File: src/rtl/tmip_input_loader.sv
`default_nettype none
// ============================================================================
// Module      : tmip_input_loader
// Description : Loads image pixels into a buffer, captures a 3x3 template and
//               queues action codes. TMIP_LOADER_CHK_EN enables the sticky err.
// Revision    : 1.0 - initial release
// ============================================================================
module tmip_input_loader (
    input  logic         clk,
    input  logic         rst,
    input  logic         in_valid,
    input  logic [15:0]  image,
    input  logic [15:0]  template,
    input  logic [4:0]   img_size,
    input  logic         in_valid_2,
    input  logic [1:0]   action,
    output logic         mem_we,
    output logic [7:0]   mem_addr,
    output logic [15:0]  mem_wdata,
    output logic [143:0] tmpl,
    output logic [4:0]   size_q,
    input  logic         act_rd,
    output logic [1:0]   act_data,
    output logic         act_empty,
    output logic         load_done,
    output logic         err
);

    localparam logic [2:0] c_st_idle = 3'd0;
    localparam logic [2:0] c_st_img  = 3'd1;
    localparam logic [2:0] c_st_gap  = 3'd2;
    localparam logic [2:0] c_st_act  = 3'd3;
    localparam logic [2:0] c_st_done = 3'd4;

    logic [2:0]   state_q, state_d;
    logic [8:0]   pix_cnt_q;
    logic         mem_we_q;
    logic [7:0]   mem_addr_q;
    logic [15:0]  mem_wdata_q;
    logic [143:0] tmpl_q, tmpl_d;
    logic [4:0]   img_size_q;
    logic [1:0]   fifo_q [8];
    logic [2:0]   rd_ptr_q, wr_ptr_q;
    logic [3:0]   count_q;
    logic         w_load_done;

    logic w_start, w_img_beat, w_img_end, w_push, w_pop, w_full, w_push_ok;

    assign w_start    = (state_q == c_st_idle) && in_valid;
    assign w_img_beat = (state_q == c_st_img) && in_valid;
    assign w_img_end  = (state_q == c_st_img) && !in_valid;
    assign w_push     = ((state_q == c_st_gap) || (state_q == c_st_act)) && in_valid_2;
    assign w_pop      = act_rd && (count_q != 4'd0);
    assign w_full     = (count_q == 4'd8);
    // A full queue still takes a push when the head leaves in the same cycle
    assign w_push_ok  = w_push && (!w_full || w_pop);

    always_ff @(posedge clk) begin
        if (rst) state_q <= c_st_idle;
        else     state_q <= state_d;
    end

    always_comb begin
        state_d = state_q;
        case (state_q)
            c_st_idle: if (in_valid)    state_d = c_st_img;
            c_st_img:  if (!in_valid)   state_d = c_st_gap;
            c_st_gap:  if (in_valid_2)  state_d = c_st_act;
            c_st_act:  if (!in_valid_2) state_d = c_st_done;
            c_st_done:                  state_d = c_st_idle;
            default:                    state_d = c_st_idle;
        endcase
    end

    // load_done rises on the edge that sees in_valid_2 low, one clock after the last push
    always_comb begin
        w_load_done = 1'b0;
        if (state_q == c_st_done) w_load_done = 1'b1;
    end

    always_comb begin
        tmpl_d = tmpl_q;
        if (w_start) begin
            tmpl_d = {128'd0, template};
        end else begin
            for (int k = 1; k < 9; k++) begin
                if (w_img_beat && (pix_cnt_q == 9'(k))) tmpl_d[16*k +: 16] = template;
            end
        end
    end

    always_ff @(posedge clk) begin
        if (rst) begin
            pix_cnt_q   <= 9'd0;
            mem_we_q    <= 1'b0;
            mem_addr_q  <= 8'd0;
            mem_wdata_q <= 16'd0;
            tmpl_q      <= 144'd0;
            img_size_q  <= 5'd0;
        end else begin
            mem_we_q <= 1'b0;
            tmpl_q   <= tmpl_d;
            if (w_start) begin
                img_size_q  <= img_size;
                mem_we_q    <= 1'b1;
                mem_addr_q  <= 8'd0;
                mem_wdata_q <= image;
                pix_cnt_q   <= 9'd1;
            end else if (w_img_beat) begin
                if (pix_cnt_q < 9'd256) begin
                    mem_we_q    <= 1'b1;
                    mem_addr_q  <= pix_cnt_q[7:0];
                    mem_wdata_q <= image;
                end else begin
                    mem_addr_q  <= 8'hFF;
                end
                if (pix_cnt_q != 9'h1FF) pix_cnt_q <= pix_cnt_q + 9'd1;
            end
        end
    end

    always_ff @(posedge clk) begin
        if (rst || w_start) begin
            rd_ptr_q <= 3'd0;
            wr_ptr_q <= 3'd0;
            count_q  <= 4'd0;
        end else begin
            if (w_push_ok) begin
                fifo_q[wr_ptr_q] <= action;
                wr_ptr_q         <= wr_ptr_q + 3'd1;
            end
            if (w_pop) rd_ptr_q <= rd_ptr_q + 3'd1;
            case ({w_push_ok, w_pop})
                2'b10:   count_q <= count_q + 4'd1;
                2'b01:   count_q <= count_q - 4'd1;
                default: count_q <= count_q;
            endcase
        end
    end

`ifdef TMIP_LOADER_CHK_EN
    logic       err_q;
    logic [9:0] w_size_sq;
    logic       w_err_set;

    assign w_size_sq = {5'd0, img_size_q} * {5'd0, img_size_q};
    assign w_err_set = (w_start && !((img_size == 5'd4) || (img_size == 5'd8) || (img_size == 5'd16)))
                     || (w_img_end && ({1'b0, pix_cnt_q} != w_size_sq))
                     || (in_valid && in_valid_2)
                     || (w_push && !w_push_ok)
                     || ((state_q == c_st_idle) && in_valid_2);

    always_ff @(posedge clk) begin
        if (rst)            err_q <= 1'b0;
        else if (w_err_set) err_q <= 1'b1;
    end

    assign err = err_q;
`else
    assign err = 1'b0;
`endif

    assign mem_we    = mem_we_q;
    assign mem_addr  = mem_addr_q;
    assign mem_wdata = mem_wdata_q;
    assign tmpl      = tmpl_q;
    assign size_q    = img_size_q;
    assign act_empty = (count_q == 4'd0);
    assign act_data  = (count_q == 4'd0) ? 2'b00 : fifo_q[rd_ptr_q];
    assign load_done = w_load_done;

endmodule
`default_nettype wire

File: config.mk
export PLATFORM = sky130hd
export DESIGN_NAME = tmip_input_loader
export DESIGN_NICKNAME = d
export VERILOG_FILES = /design/src/rtl/tmip_input_loader.sv
export SDC_FILE = /design/constraint.sdc
export NUM_CORES = 1
export LEC_CHECK = 0
export BUFFER_PORTS_ARGS = -buffer_cell sky130_fd_sc_hd__buf_4
export CAP_MARGIN = 20
export CELL_PAD_IN_SITES_DETAIL_PLACEMENT = 1
export CELL_PAD_IN_SITES_GLOBAL_PLACEMENT = 1
export CORE_UTILIZATION = 43
export DETAILED_ROUTE_END_ITERATION = 12
export MAX_ROUTING_LAYER = met4
export PLACE_DENSITY = 0.85
export SLEW_MARGIN = 5
export SYNTH_ARGS = -nofsm -noshare
export SYNTH_HDL_FRONTEND = slang
export SYNTH_SLANG_ARGS = --single-unit
File: constraint.sdc
create_clock -name clk -period 3.7 [get_ports clk]
set_input_delay 0.74 -clock clk [delete_from_list [all_inputs] [get_ports clk]]
set_output_delay 0.74 -clock clk [all_outputs]
set_load 0.01 [all_outputs]
==> key figures <==
Final layout
  – Commonest non-fill, non-tap cell in the layout: buf_4
  – Nets: 1,067
  – Seq. cell area: approximately 4500 sq um
  – Final non-filler cell area: 10,800 sq um
  – Area grow syn2layout: 30.0%
  – N_diodes: 0
  – Fillers: approximately 2,100
  – Finished Layout Cells: 1,289
  – Most frequent cells in the layout: buf_4 (224), dfxtp_1 (199), nor2_1 (165), mux2i_1 (132), nand2_1 (84)
  – Fraction of layout cells with a size suffix above 1: 0.272
  – Multi-input gate area: 3470 sq um

Die
  – Chip Height: 141 microns
  – DIE AREA: 19,800 sq um
  – Row count: 50
  – Top Ports: 223
  – Core Box Area: 18,800 sq um
  – Die width: 141 microns
  – Initial Util: 0.440

Placement
  – Placed cell count: between 1,000 and 1,500
  – Port bufs: 221
  – Hpwl dp: 16,300 microns
  – Place WS: around 0.65 ns
  – Area post-placement: 9990 sq um
  – RePlAce Congestion: 0.773

Flow run
  – Max cap viols: 0

Clock tree
  – Post-CTS Setup Inserts: 0
  – Sink Count: 215
  – Root Driver: clkbuf_16
  – CTS Buf Count: 23
  – CTS tree: yes
  – CTS max path bufs: 3
  – Hold-fix buffers, CTS: 0
  – Htree depth: 1
  – Clock Latency Late Sink: 0.52 ns
  – Reg clk slew, reported paths: 0.06 ns
  – CTS resizes: 0

Pwr
  – Peak VDD IR: 0.388 mV
  – Pwr Total: between 5 and 6 mW
  – Pleak: approximately 5.2 nW
  – PD cells: between 400 and 500 nW/um^2

Setup path
  – CP peak stage delay: 0.84 ns
  – Critical Path Sink Type: flip-flop
  – Crit Path Max Fanout: 16
  – Cell breakdown of the critical path: nor4bb_4 > nand4_2 > mux2i_1 > nor2_1
  – R2R Setup Slk: between 1 and 1.5 ns
  – Worst path slowest cell: nand4_2
  – CP Buf/Inv Count: 0
  – WP data required: a little over 4 ns
  – CP delay by family, top: simple AND/OR/NAND/NOR gates
  – Critical Path Start Type: flip-flop
  – Critical setup path kind: reg2reg
  – WP data arrival: 3.08 ns

Logic synthesis
  – Ys flop type: dfxtp_1
  – Cell Area, Synth: 8290 sq um
  – Yosys warnings: 0
  – Post-Syn Area per Cell: 9.98 sq um
  – Number of synthesized flops with an enable pin: 16
  – Synth Register Bits: 215
  – Post-synth ARST share: 0
  – Gate count after technology mapping: ~830
  – Library cells used by synthesis: 52
  – Synth Net Count: 885
  – Post-synthesis sequential area ratio: 0.538

Drt
  – Initial DRC Count: 243
  – Via Count: 6,646
  – WL/cell: around 19 microns
  – ANT nets after route: 0
  – Drt drc: 0
  – 1st-pass router iterations: 4
  – Via density: 5.16
  – Routed WL: 24,200 microns

STA
  – Final setup fails: 0
  – Tcrit/Tclk final: 0.724
  – RSZ-0062 raised after global routing: no
  – Final setup TNS: 0 ns
  – Count of final hold-check violations: 0
  – Worst setup margin: 1.02 ns
  – Slew HR: 0.306
  – Max Slew Vio Count: 0
  – Final worst path period need: between 2 and 3 ns
  – Worst-margin pin slew: 1.04 ns
  – Fmax: 373 MHz
  – Layout Skew: about 0.019 ns

Global route
  – GRT overflow: 0
  – Vias in the first global route: 6,941
  – First-pass GRT wire length: 37,800 microns
  – Largest net degree at the start of global routing: 89
  – Initial antenna violation count: 0
  – Gr usage total: 0.250

Min path
  – Hold Path Class: reg2reg

Outcome
  – Outcome: complete, no violations
==> final cells by class <==
class | count | share of cell area
Inverter | 9 | 0.00313
Multi-Input combinational cell | 539 | 0.322
Clock inverter | 11 | 0.0124
Sequential cell | 215 | 0.414
Timing Repair Buffer | 225 | 0.158
Clock buffer | 30 | 0.0605
Tap cell | 260 | 0.0302
==> cell usage after synthesis (2+ instances only) <==
cell type | n | area [sq um]
a211o_1 | 2 | 17.5
a211oi_1 | 3 | 22.5
a21oi_1 | 43 | 215
a31oi_1 | 2 | 12.5
buf_2 | 19 | 95.1
buf_4 | 2 | 15.0
buf_6 | 8 | 90.1
clkbuf_1 | 36 | 135
dfxtp_1 | 199 | 3980
edfxtp_1 | 16 | 480
ha_1 | 9 | 113
inv_1 | 9 | 33.8
mux2i_1 | 132 | 1320
mux4_2 | 4 | 90.1
nand2_1 | 84 | 315
nand2b_1 | 4 | 25.0
nand3_1 | 8 | 40.0
nand3b_1 | 2 | 15.0
nand4_2 | 7 | 87.6
nor2_1 | 165 | 619
nor2b_1 | 5 | 31.3
nor3_1 | 19 | 95.1
nor3b_1 | 2 | 15.0
nor4_1 | 4 | 25.0
o21ai_0 | 7 | 35.0
o311ai_0 | 2 | 17.5
or3_1 | 2 | 12.5
xnor2_1 | 9 | 78.8
xor2_1 | 4 | 35.0
==> power by group <==
part / switching [mW] / internal [mW] / total (mW)
Combinational: 0.207 / 0.127 / 0.334
Sequential: 0.0276 / 2.38 / 2.41
Clock: 0.939 / 1.45 / 2.39
Total: 1.17 / 3.95 / 5.13
==> worst register-to-register path: cells and delay by family, from the launching register on <==
family | cells | cell delay (ns)
mux | 1 | 0.48
flops | 1 | 0.45
simple gates | 3 | 1.65
==> logic make-up after synthesis <==
logic type	after synthesis	share of synthesized area
AOI/OAI and AO/OA	64	0.0436
buffers and inverters	77	0.0474
xor gates and xnor gates	13	0.0137
muxes	137	0.172
other	1	0.000452
adders and majority gates	10	0.0160
DFF	215	0.538
and+or+nand+nor	314	0.169
==> layer usage <==
metal | part of all wire | up-vias | global-route usage
li1 | - | 3145 | -
met1 | 0.43 | 3247 | 0.300
met2 | 0.48 | 199 | 0.411
met3 | 0.059 | 55 | 0.0543
met4 | 0.037 | 0 | 0.0950
met5 | 0 | - | -
==> sequential cells by signal, indices dropped and copies added (netlist names), named ones only <==
signal,flops
tmpl,144
fifo_q,16
mem_wdata,16
pix_cnt_q,9
mem_addr,8
size_q,5
count_q,4
rd_ptr_q,3
state_q,3
wr_ptr_q,3
mem_we,1
==> per-stage QoR <==
stage | hold slack [ns] | utilization
after floorplan | 0.454 | -
after global routing | 0.471 | 0.572
after CTS | 0.456 | 0.572
final | 0.454 | 0.572
after global placement | 0.442 | 0.531
after detailed placement | 0.447 | 0.531
==> worst paths after layout <==
| check | start | endpoint | depth (start not counted) |
|---|---|---|---|
| worst min register to register | mem_wdata[7] | mem_wdata[7] | 2 |
| worst max register to register | state_q[2] | tmpl[108] | 4 |
| worst min-delay path | mem_wdata[7] | mem_wdata[7] | 2 |
| worst max-delay path | state_q[2] | tmpl[108] | 4 |
(Power assumes the default switching activity.)
